`src/rtl/gb_bank_fifo.sv`:
```
// gb_bank_fifo: runs one single-port SRAM macro as a streaming FIFO between
// a DMA write stream and a PE-array read stream. Each cycle the SRAM port is
// given to at most one write or one read. A 2-entry output stage absorbs the
// macro's 1-cycle read latency so a continuously ready consumer is never starved.
//
// Handshakes: a write word transfers in any cycle where wr_vld & wr_rdy are both
// high (wr_rdy is a combinational function of wr_vld and is low during clear and
// reset); a read word transfers in any cycle where rd_vld & rd_rdy are both high
// (rd_vld is registered state, and rd_dat holds while rd_vld=1 and rd_rdy=0).
module gb_bank_fifo #(
    parameter int ADDR_WIDTH = 9,
    parameter int DATA_WIDTH = 128
) (
    input  logic                  clk,
    input  logic                  rst_n,
    input  logic                  clear,
    input  logic                  wr_vld,
    output logic                  wr_rdy,
    input  logic [DATA_WIDTH-1:0] wr_dat,
    output logic                  rd_vld,
    input  logic                  rd_rdy,
    output logic [DATA_WIDTH-1:0] rd_dat,
    output logic [ADDR_WIDTH+1:0] count,
    output logic                  full,
    output logic                  empty,
    output logic [ADDR_WIDTH-1:0] sram_a,
    output logic [DATA_WIDTH-1:0] sram_di,
    output logic                  sram_csb,
    output logic                  sram_web,
    input  logic [DATA_WIDTH-1:0] sram_do
);

    // mem_cnt value meaning "every SRAM entry holds a word"
    localparam logic [ADDR_WIDTH:0] DEPTH_V = {1'b1, {ADDR_WIDTH{1'b0}}};

    logic [ADDR_WIDTH-1:0] r_wr_ptr;
    logic [ADDR_WIDTH-1:0] r_rd_ptr;
    logic [ADDR_WIDTH:0]   r_mem_cnt;
    logic                  r_inflight;
    logic                  r_last_gnt;   // 1: read won the last contention
    logic [DATA_WIDTH-1:0] r_out_mem [2];
    logic                  r_out_rp;
    logic                  r_out_wp;
    logic [1:0]            r_out_cnt;

    logic                  w_rd_vld;
    logic                  w_pop;
    logic                  w_push;
    logic [2:0]            w_credit;
    logic                  w_want_wr;
    logic                  w_want_rd;
    logic                  w_gnt_wr;
    logic                  w_gnt_rd;

    assign w_rd_vld = (r_out_cnt != 2'd0);
    assign w_pop    = w_rd_vld & rd_rdy;
    // Data returned by last cycle's read lands in the output stage unless flushed.
    assign w_push   = r_inflight & ~clear;
    // Output-stage slots already spoken for, crediting this cycle's pop so a
    // steady consumer keeps a read issued every cycle.
    assign w_credit = 3'(r_out_cnt) + 3'(r_inflight) - 3'(w_pop);

    assign w_want_wr = rst_n & wr_vld & (r_mem_cnt != DEPTH_V) & ~clear;
    assign w_want_rd = rst_n & (r_mem_cnt != '0) & (w_credit < 3'd2) & ~clear;

    // On contention the side that lost the previous contention wins.
    assign w_gnt_wr = w_want_wr & (~w_want_rd | r_last_gnt);
    assign w_gnt_rd = w_want_rd & (~w_want_wr | ~r_last_gnt);

    // Drive the SRAM port for the granted operation; park it at zero when idle.
    always_comb begin
        sram_csb = 1'b1;
        sram_web = 1'b1;
        sram_a   = '0;
        sram_di  = '0;
        if (w_gnt_wr) begin
            sram_csb = 1'b0;
            sram_web = 1'b0;
            sram_a   = r_wr_ptr;
            sram_di  = wr_dat;
        end else if (w_gnt_rd) begin
            sram_csb = 1'b0;
            sram_a   = r_rd_ptr;
        end
    end

    // SRAM-side bookkeeping: pointers, occupancy, read in flight, tie-break.
    always_ff @(posedge clk or negedge rst_n) begin
        if (!rst_n) begin
            r_wr_ptr   <= '0;
            r_rd_ptr   <= '0;
            r_mem_cnt  <= '0;
            r_inflight <= 1'b0;
            r_last_gnt <= 1'b0;
        end else if (clear) begin
            r_wr_ptr   <= '0;
            r_rd_ptr   <= '0;
            r_mem_cnt  <= '0;
            r_inflight <= 1'b0;
            r_last_gnt <= 1'b0;
        end else begin
            r_inflight <= w_gnt_rd;
            if (w_want_wr && w_want_rd) begin
                r_last_gnt <= w_gnt_rd;
            end
            if (w_gnt_wr) begin
                r_wr_ptr  <= r_wr_ptr + ADDR_WIDTH'(1);
                r_mem_cnt <= r_mem_cnt + (ADDR_WIDTH+1)'(1);
            end else if (w_gnt_rd) begin
                r_rd_ptr  <= r_rd_ptr + ADDR_WIDTH'(1);
                r_mem_cnt <= r_mem_cnt - (ADDR_WIDTH+1)'(1);
            end
        end
    end

    // Two-entry output stage fed by SRAM read data and drained by the consumer.
    always_ff @(posedge clk or negedge rst_n) begin
        if (!rst_n) begin
            r_out_mem[0] <= '0;
            r_out_mem[1] <= '0;
            r_out_rp     <= 1'b0;
            r_out_wp     <= 1'b0;
            r_out_cnt    <= 2'd0;
        end else if (clear) begin
            r_out_rp  <= 1'b0;
            r_out_wp  <= 1'b0;
            r_out_cnt <= 2'd0;
        end else begin
            if (w_push) begin
                r_out_mem[r_out_wp] <= sram_do;
                r_out_wp            <= ~r_out_wp;
            end
            if (w_pop) begin
                r_out_rp <= ~r_out_rp;
            end
            r_out_cnt <= r_out_cnt + 2'(w_push) - 2'(w_pop);
        end
    end

    assign wr_rdy = w_gnt_wr;
    assign rd_vld = w_rd_vld;
    assign rd_dat = w_rd_vld ? r_out_mem[r_out_rp] : '0;
    assign count  = (ADDR_WIDTH+2)'(r_mem_cnt) + (ADDR_WIDTH+2)'(r_inflight)
                  + (ADDR_WIDTH+2)'(r_out_cnt);
    assign full   = (r_mem_cnt == DEPTH_V);
    assign empty  = (count == '0);

endmodule

```
`config.mk`:
```
export PLATFORM = sky130hd
export DESIGN_NAME = gb_bank_fifo
export DESIGN_NICKNAME = d
export VERILOG_FILES = /design/src/rtl/gb_bank_fifo.sv
export SDC_FILE = /design/constraint.sdc
export NUM_CORES = 1
export LEC_CHECK = 0
export CORE_ASPECT_RATIO = 0.8
export CORE_MARGIN = 8
export CORE_UTILIZATION = 41
export CTS_CLUSTER_DIAMETER = 50
export DETAILED_ROUTE_END_ITERATION = 16
export PLACE_DENSITY = 0.89
export SETUP_SLACK_MARGIN = 0.5
export SLEW_MARGIN = 10
export SYNTH_ARGS = -nofsm -noshare
export SYNTH_HDL_FRONTEND = slang
export SYNTH_SLANG_ARGS = --single-unit
```
`constraint.sdc`:
```
create_clock -name clk -period 4.1 [get_ports clk]
set_input_delay 0.82 -clock clk [delete_from_list [all_inputs] [get_ports clk]]
set_output_delay 0.82 -clock clk [all_outputs]
set_load 0.005 [all_outputs]
```
-- Yosys cells after proc, flatten, opt, wreduce, memory -nomap -nowiden
Index checks and enable logic that the tools add are counted.
- ROM bits: 0
- memory bits (writable): 0
- bits in latches: 0
- bits of input ports: 261
- register bits: 290
- memories: 0
- reduce and logical (&&, ||, !) cells: 13
- div/mod/pow operators: 0
- multiplexer cells: 29
- order comparisons: 4
- equality and inequality tests: 3
- $mul: 0
- add/sub/neg operators: 10
- shift-type cells: 0
- bitwise gates (word level): 20
- operators with widths (kind ; count):
    two-way mux 128 bit ; 6
    bitwise mux 256 bit ; 1
    demux 128 bit (select 1 bit) ; 1
    two-way mux 9 bit ; 7
    two-way mux 10 bit ; 3
    adder 9 x 1 -> 9 bit, second input constant ; 2
    nonzero test 2 bit ; 6
    adder 10 x 1 -> 11 bit ; 1
    adder 11 x 2 -> 11 bit ; 1
    logical NOT 11 bit ; 1
    adder 10 x 1 -> 10 bit, second input constant ; 1
    bitwise AND 1 bit ; 10
    == test 10 bit, second input constant ; 1
    two-way mux 1 bit ; 10
    inequality test 10 bit, second input constant ; 1
    nonzero test 10 bit ; 1
    subtractor 10 x 1 -> 10 bit, second input constant ; 1
    inverter 1 bit ; 6
    greater-or-equal comparator 2 bit, second input constant ; 2
    inverter 1 -> 2 bit ; 2
    AND reduction 2 bit ; 2
    adder 2 x 1 -> 3 bit ; 1
    less-than comparator 3 x 2 -> 1 bit, second input constant ; 1
    nonzero test 3 bit ; 1
    8 further kinds ; 10

-- Longest topological paths before layout
- depth in word-level cells: 11
- depth in mapped cells: 19
- mapped depth without buffers: 17

-- Worst setup path after synthesis
Ideal clock, no wire load.
- path kind: input port to flip-flop
- start point: input rd_rdy
- end point: register r_mem_cnt[8]
- data required time: 4.031 ns
- path buffers: 3
- slack: -0.267 ns
- data arrival time: 4.298 ns
- setup time: 0.069 ns
- stages on the path: 17
- cell sequence: and2_1 > ha_1 > nand2b_1 > fa_1 > xnor2_1 > nand4b_1 > o311a_1 > buf_6 > buf_2 > clkbuf_1 > fa_1 > nor2b_1 > o21ai_0 > nand2b_1 > a311oi_1 > or4_1 > nand3_1
- longest elaborated chain between the ends: 10
- elaborated cells on any way between the ends: 12
- classes of those cells: add/sub (1); order compare (1); mux (2); bitwise (7); reduce/logical (1)
- RTL lines (what ; line ; RTL):
    start: declaration ; 21 ; input logic rd_rdy,
    bitwise AND 1 bit (*) ; 56 ; assign w_pop = w_rd_vld & rd_rdy;
    subtractor 3 x 1 -> 3 bit (*) ; 61 ; assign w_credit = 3'(r_out_cnt) + 3'(r_inflight) - 3'(w_pop);
    less-than comparator 3 x 2 -> 1 bit (*) ; 64 ; assign w_want_rd = rst_n & (r_mem_cnt != '0) & (w_credit < 3'd2) & ~clear;
    bitwise AND 1 bit (*) (2 in series) ; 64 ;
    inverter 1 bit (*) ; 67 ; assign w_gnt_wr = w_want_wr & (~w_want_rd | r_last_gnt);
    OR 1 bit (*) ; 67 ;
    bitwise AND 1 bit (*) ; 67 ;
    named net wr_rdy ; 18 ; output logic wr_rdy,
    two-way mux 10 bit ; 106 ; if (w_gnt_wr) begin
    two-way mux 10 bit ; 95 ; end else if (clear) begin
    end signal: assignment ; 108 ; r_mem_cnt <= r_mem_cnt + (ADDR_WIDTH+1)'(1);
    end signal: assignment ; 111 ; r_mem_cnt <= r_mem_cnt - (ADDR_WIDTH+1)'(1);
    end: declaration ; 38 ; logic [ADDR_WIDTH:0] r_mem_cnt;
Mark *: on every way through the listed nets, which the timed path passes. The rest lies on a longest branch.
A chain may end at the register's enable or synchronous reset.

-- Worst setup path after layout
- start point: register r_out_cnt[1]
- end point: output sram_a[1]
- longest elaborated chain between the ends: 10
- elaborated cells on any way between the ends: 13
- classes of those cells: add/sub (2); order compare (1); mux (2); bitwise (7); reduce/logical (1)
- RTL lines (what ; line ; RTL):
    start: declaration ; 44 ; logic [1:0] r_out_cnt;
    start signal: assignment ; 136 ; r_out_cnt <= r_out_cnt + 2'(w_push) - 2'(w_pop);
    parallel branches: the longest is 2 deep, another holds adder 2 x 1 -> 3 bit ; -- ;
    subtractor 3 x 1 -> 3 bit (*) ; 61 ;
    less-than comparator 3 x 2 -> 1 bit (*) ; 64 ;
    bitwise AND 1 bit (*) (2 in series) ; 64 ;
    inverter 1 bit ; 67 ;
    OR 1 bit ; 67 ;
    bitwise AND 1 bit ; 67 ;
    two-way mux 9 bit (*) ; 76 ; if (w_gnt_wr) begin
    end: declaration ; 26 ; output logic [ADDR_WIDTH-1:0] sram_a,
Every way passes the cells marked *.

==> results.sh <==
export IMPL_grt_max_degree=98
export IMPL_finClkSkew_ns=0.0166
export IMPL_htree_levels=2
export IMPL_core_area_sq_um=35500
export IMPL_grt_util_all_layers_pct=26.6
export IMPL_yosys_area_share_xor_xnor_pct=2.22
export IMPL_synth_compound_area_share_pct=2.15
export IMPL_clockBufferDepth=3
export IMPL_synth_adder_area_share_pct=1.75
export IMPL_syn_avg_cell_area_sq_um=11.8
export IMPL_viasPerCell=5.41
export IMPL_die_area_sq_um=42000
export IMPL_worst_slew_pin_slew_ns=1.05
export IMPL_multi_input_area_sq_um=7640
export IMPL_syn_cell_area_sq_um=14600
export IMPL_start_util_pct=41.1
export IMPL_p_leak_nw=10.5
export IMPL_cts_tree="done"
export IMPL_min_period_over_period_pct=110
export IMPL_dieHeight_um=185
export IMPL_post_route_min_period_ns=4.52
export IMPL_synth_yosys_seq_area_share_pct=49.7
export IMPL_worstPathRequired_ns=3.28
export IMPL_pin_count=543
export IMPL_final_max_slew_viol_count=0
export IMPL_synth_edff_count=0
export IMPL_ys_warn_count=0
export IMPL_setup_violations=145
export IMPL_status="finished, violations left"
export IMPL_drive_gt1_share_pct=40.9
export IMPL_seqCellArea_sq_um=7260
export IMPL_synth_cell_type_count=50
export IMPL_fillCellCount=2383
export IMPL_setup_ws_ns=-0.417
export IMPL_drc=0
export IMPL_ir_drop_mv=0.614
export IMPL_crit_path_start_kind="flop"
export IMPL_power_per_cell_area_nw_per_um2=619
export IMPL_synthSimpleGateAreaFrac_pct=12.7
export IMPL_crit_arrival_ns=3.70
export IMPL_antenna_found_initial=6
export IMPL_ant_nets=0
export IMPL_async_reset_ff_share_pct=100
export IMPL_clockRootBuffer="clkbuf_16"
export IMPL_relSlewSlack_pct=30.0
export IMPL_synth_seq_cells=290
export IMPL_max_freq_mhz=221
export IMPL_hp_class="in -> async"
export IMPL_globalplace_congestion=0.956
export IMPL_drt_wirelength_per_cell_um=25.6
export IMPL_final_hold_viol_count=0
export IMPL_fin_nets=2153
export IMPL_dp_hpwl_um=41500
export IMPL_path_clk_slew_ns=0.05
export IMPL_grt_pass1_wl_um=84600
export IMPL_muxShareOfSynthArea_pct=28.7
export IMPL_insertion_delay_ns=0.51
export IMPL_finalWirelength_um=61200
export IMPL_synth_fp_nets=1513
export IMPL_cts_inserted_buffers=35
export IMPL_cts_sinks=290
export IMPL_std_cell_rows=62
export IMPL_vias=12900
export IMPL_area_growth_pct=65.2
export IMPL_crit_path_max_fanout=4
export IMPL_crit_path_end_kind="output pin"
export IMPL_gr_total_overflow=0
export IMPL_syn_inst=1234
export IMPL_maxCapViolations=0
export IMPL_dp_slack_ns=-0.603
export IMPL_violations="setup timing"
export IMPL_rrSetupSlack_ns=-0.31
export IMPL_first_global_vias=13200
export IMPL_hold_buffers=0
export IMPL_first_pass_iters=5
export IMPL_fin_hold_ws_ns=0.153
export IMPL_synth_top_family_by_area="multiplexers"
export IMPL_drt_initial_drc_count=893
export IMPL_ys_flop_type="dfrtp_1"
export IMPL_criticalPathCategory="reg -> out"
export IMPL_rsz0062_at_grt="yes"
export IMPL_io_buffers=542
export IMPL_die_width_um=227
cells in the final DEF (no fill, tap or decap), types with 5 or more instances in the layout:
| master | count |
|---|---|
| xnor2_1 | 14 |
| buf_12 | 17 |
| and2_4 | 125 |
| nand3_1 | 8 |
| clkbuf_16 | 37 |
| nor2_1 | 150 |
| buf_4 | 50 |
| nand2_1 | 9 |
| buf_2 | 10 |
| diode_2 | 8 |
| nand4_1 | 7 |
| clkbuf_1 | 6 |
| buf_6 | 188 |
| a22o_1 | 8 |
| clkbuf_8 | 6 |
| ha_1 | 8 |
| buf_16 | 11 |
| buf_8 | 7 |
| or3_1 | 5 |
| and2_1 | 5 |
| mux2i_1 | 131 |
| o21ai_1 | 7 |
| dfrtp_1 | 289 |
| and3_1 | 6 |
| ha_4 | 6 |
| xor2_1 | 18 |
| nand3b_1 | 10 |
| clkdlybuf4s50_1 | 395 |
| mux2_2 | 256 |
| inv_1 | 7 |
power by group:
part           switching [mW]  internal, mW
clock network            1.21          1.98
registers               0.757          4.00
logic                    2.94          4.04
what timing repair did:
| action | in CTS | in global routing |
|---|---|---|
| gates resized for setup | 735 | 240 |
| cloned | 15 | 2 |
| setup buffers | 56 | 25 |
| setup endpoints to repair | 230 | 225 |
| pin swaps | 49 | 77 |
flip-flops by register name, indices dropped and copies added, names as in the netlist:
name and count:
r_mem_cnt 10, r_rd_ptr 9, r_out_wp 1, r_out_cnt 2, r_out_rp 1, r_out_mem 256
r_inflight 1, r_wr_ptr 9, r_last_gnt 1
cells in the mapped netlist, types with 12 or more instances:
cell / count / area, sq um
xnor2_1: 16 / 140
dfrtp_1: 290 / 7260
xor2_1: 21 / 184
mux2i_1: 131 / 1310
clkbuf_1: 63 / 236
mux2_2: 256 / 2880
ha_1: 14 / 175
buf_1: 12 / 45.0
and2_1: 130 / 813
o21ai_0: 13 / 65.1
nor2_1: 156 / 586
area by class of cell:
class,count,share of cell area (%)
multi-input cells,849,31.7
repair buffers,688,30.5
flip-flops and latches,290,30.1
clock buffers,48,4.17
well taps,480,2.49
clock inverters,13,0.799
inverters,10,0.207
diodes,8,0.0830
worst max-delay path, cell delays in order (launching register included):
cell      delay [ns]
dfrtp_1         0.41
nor2_4          0.13
inv_2           0.04
and2_4          0.14
ha_4            0.20
nand2b_4        0.14
fa_2            0.51
nand4b_1        0.19
buf_4           0.22
buf_6           0.11
buf_6           0.12
buf_6           0.12
a221oi_4        0.28
buf_6           0.16
buf_6           0.10
buf_6           0.09
a22o_1          0.12
buf_2           0.12
cells by family (layout without fill, tap and decap cells):
kind of cell,after synthesis,in the layout
adder cells (fa/ha/maj),18,18
buffers and inverters,98,759
AND/OR/NAND/NOR,359,359
other,0,8
XOR/XNOR,37,37
AO/OA/AOI/OAI,45,48
flip-flops,290,290
multiplexers,387,387
final timing paths:
kind                       cells after the start                       from                    endpoint
setup / recovery                              17     r_out_cnt[1]$_DFF_PN0_                   sram_a[1]
hold / removal                                 1                      rst_n  r_out_mem[197]$_DFFE_PN0P_
setup reg to reg                              21     r_out_cnt[1]$_DFF_PN0_    r_mem_cnt[9]$_DFFE_PN0P_
hold reg to reg                                1  r_out_mem[43]$_DFFE_PN0P_   r_out_mem[43]$_DFFE_PN0P_
max in group asynchronous                      3                      rst_n   r_out_mem[33]$_DFFE_PN0P_
min in group clk                               1  r_out_mem[43]$_DFFE_PN0P_   r_out_mem[43]$_DFFE_PN0P_
metal layers:
metal  track usage [%]  up-vias  part of all wire (%)
li1                  -     5535                     -
met1              32.5     6566                    38
met2              44.6      632                    48
met3              6.92      171                   9.1
met4              11.0        0                   4.9
met5                 0        -                     0
through the flow:
step                      std cells  TNS [ns]  power (mW)  utilization (%)  area (sq um)
final                          2386    -35.65        14.9             67.9         24100
after global routing           2384    -51.94        15.7             67.9         24100
after CTS                      2351    -16.19        14.5             65.1         23100
after detailed placement       2219    -73.58        10.8             58.8         20900
after global placement         2219    -74.05        10.5             58.8         20900
after floorplan                1234         0        7.92                -         14700
No activity file was read; power rests on OpenSTA's default activity.
==> edit, RTL diff (same settings) <==
Set the parameter `ADDR_WIDTH` to 10 (it was 9).
--- a/src/rtl/gb_bank_fifo.sv
+++ b/src/rtl/gb_bank_fifo.sv
@@ -8,7 +8,7 @@
 // reset); a read word transfers in any cycle where rd_vld & rd_rdy are both high
 // (rd_vld is registered state, and rd_dat holds while rd_vld=1 and rd_rdy=0).
 module gb_bank_fifo #(
-    parameter int ADDR_WIDTH = 9,
+    parameter int ADDR_WIDTH = 10,
     parameter int DATA_WIDTH = 128
 ) (
     input  logic                  clk,
Ports: changed (resized count and sram_a); port bits go from 543 to 545. The function was not compared with the original's and may differ.
==> edit against the unedited design <==
Combinational power fell by 15%. Sequential cell count increased by 3. Power down 6.8%. Worst setup slack better by 0.61 ns. Wire length fell by 9.5%. Area after synthesis up 0.98%. Cell area fell by 3.2%. Critical path type unchanged. Largest power group unchanged.
==> edit: results (changes against the unedited design) <==
stage,metric,value,unit,change
global_routing,M2 GR Usage,43.04,%,was 44.61%
power,Max VDD drop,0.3902,mV,was 0.6139 mV
global_routing,met3 Use GR,6.002,%,was 6.916%
layout,Finished Layout Cells,2382,,was 2386
layout,Non-clock buffering overhead,28.67,%,was 30.47%
layout,Diodes inserted,13,,was 8
drt,M1 wire length,21.07,mm,was 23.16 mm
synthesis,top post-synthesis cells by area,"dfrtp_1, mux2_2, mux2i_1",,unchanged
setup_path,crit path DAT,3.09,ns,was 3.70 ns
global_routing,first-pass GRT wire length,79.09,mm,was 84.63 mm
synthesis,Synth Instances,1257,,was 1234
layout,Logic inverters,13,,was 10
clock_tree,CTS buffer count,35,,unchanged
setup_path,r2r worst-path depth,18,,was 21
power,Int Power,9.459,mW,was 10.02 mW
synthesis,syn_nets,1536,,was 1513
placement,Placed Cells,2254,,was 2219
layout,"Core Util, Final",65.42,%,was 67.90%
global_routing,pin count of the biggest net entering global routing,86,,was 98
timing,Hold WS,0.4233,ns,was 0.1528 ns
run_status,status,completed,,"was finished, violations left"
placement,dpl hpwl,38.68,mm,was 41.48 mm
global_routing,met1 usage,26.31,%,was 32.51%
placement,Post-DP Area,21110,sq um,was 20880 sq um
drt,wire length on met3,3.080,mm,was 5.589 mm
layout,multi-input gates,869,,was 849
global_routing,initial antenna violation count,13,,was 6
global_routing,number of global-route vias before repair,13316,,was 13208
layout,clock network share of area,4.985,%,was 4.969%
placement,port bufs,544,,was 542
drt,vias post-DR,12414,,was 12904
layout,share of cells above drive strength 1,36.10,%,was 40.89%
timing,fmax,255.6,MHz,was 221.4 MHz
drt,WL met2,28.56,mm,was 29.39 mm
placement,RePlAce Congestion,0.9953,,was 0.9563
timing,Worst Tran Pin Value,1.089,ns,was 1.050 ns
drt,initial DRC count,714,,was 893
setup_path,CP max stage delay,0.41,ns,was 0.51 ns
layout,registers with the most flip-flops,"r_out_mem: 256 flops, r_mem_cnt: 11 flops",,"was r_out_mem: 256 flops, r_mem_cnt: 10 flops"
layout,register area,7341,sq um,was 7261 sq um
layout,Non-clk bufs,651,,was 688
synthesis,"top cells by count, synth","dfrtp_1, mux2_2, nor2_1, mux2i_1, and2_1",,unchanged
setup_path,Worst path slowest cell,dfrtp_2,,was fa_2
placement,Place WS,-0.5498,ns,was -0.6031 ns
synthesis,register bit count reported by yosys,293,,was 290
layout,layout clock buffer count,51,,was 48
layout,# fillers,2530,,was 2383
layout,nets,2142,,was 2153
synthesis,post-synthesis cell type count,45,,was 50
timing,Max Clock Skew,0.02394,ns,was 0.01661 ns
global_routing,gr usage total,23.68,%,was 26.65%
power,Leakage,10.27,nW,was 10.54 nW
setup_path,flop-to-flop setup slack,0.37,ns,was -0.31 ns
clock_tree,post-CTS setup buffer count,12,,was 56
layout,share of cell area taken by multi-input logic gates,31.96,%,was 31.69%
## edit: cell types whose count changed in the layout (fill, tap and decap cells not counted), moves of 9 or more
cell / unedited run / this run
buf_6: 188 / 85
buf_2: 10 / 28
and2_1: 5 / 55
o21ai_0: 4 / 14
clkbuf_16: 37 / 46
clkbuf_2: 3 / 30
buf_4: 50 / 60
and2_4: 125 / 73
## edit: power groups by stage
stage               combinational (mW)  clock [mW]  sequential [mW]
floorplan                         3.12           0             4.62
global placement                  5.32           0             4.80
detailed placement                5.49           0             4.93
CTS                               5.64        3.16             4.90
global route                      6.43        3.29             5.02
finish                            5.95        3.09             4.87
## edit: worst max-delay path, delay by kind of cell, from the launching register on
kind / cells / cell delay (ns)
xor gates and xnor gates: 1 / 0.18
AOI/OAI and AO/OA: 1 / 0.21
and+or+nand+nor: 3 / 0.37
DFF: 1 / 0.41
adders and majority gates: 1 / 0.36
buffers and inverters: 7 / 1.03
## edit: cells by family after synthesis
| family | synth area share, % |
|---|---|
| AO/OA/AOI/OAI | 2.520 |
| flip-flops | 49.72 |
| adder cells (fa/ha/maj) | 1.731 |
| XOR/XNOR | 2.316 |
| multiplexers | 28.38 |
| buffers and inverters | 2.528 |
| AND/OR/NAND/NOR | 12.81 |
## edit: how the worst max path moves through the flow
stage	start	to	slack, ns	cells after the start
3_5_place_dp	rd_rdy	sram_di[90]	-0.55	12
4_1_cts	r_out_cnt[0]	sram_di[14]	0.19	13
2_1_floorplan	rd_rdy	r_mem_cnt[10]	0.51	15
6_report	r_out_cnt[1]	sram_di[27]	0.19	13
5_1_grt	r_out_cnt[0]	sram_di[43]	0.08	14
3_3_place_gp	rd_rdy	sram_di[68]	-0.46	12
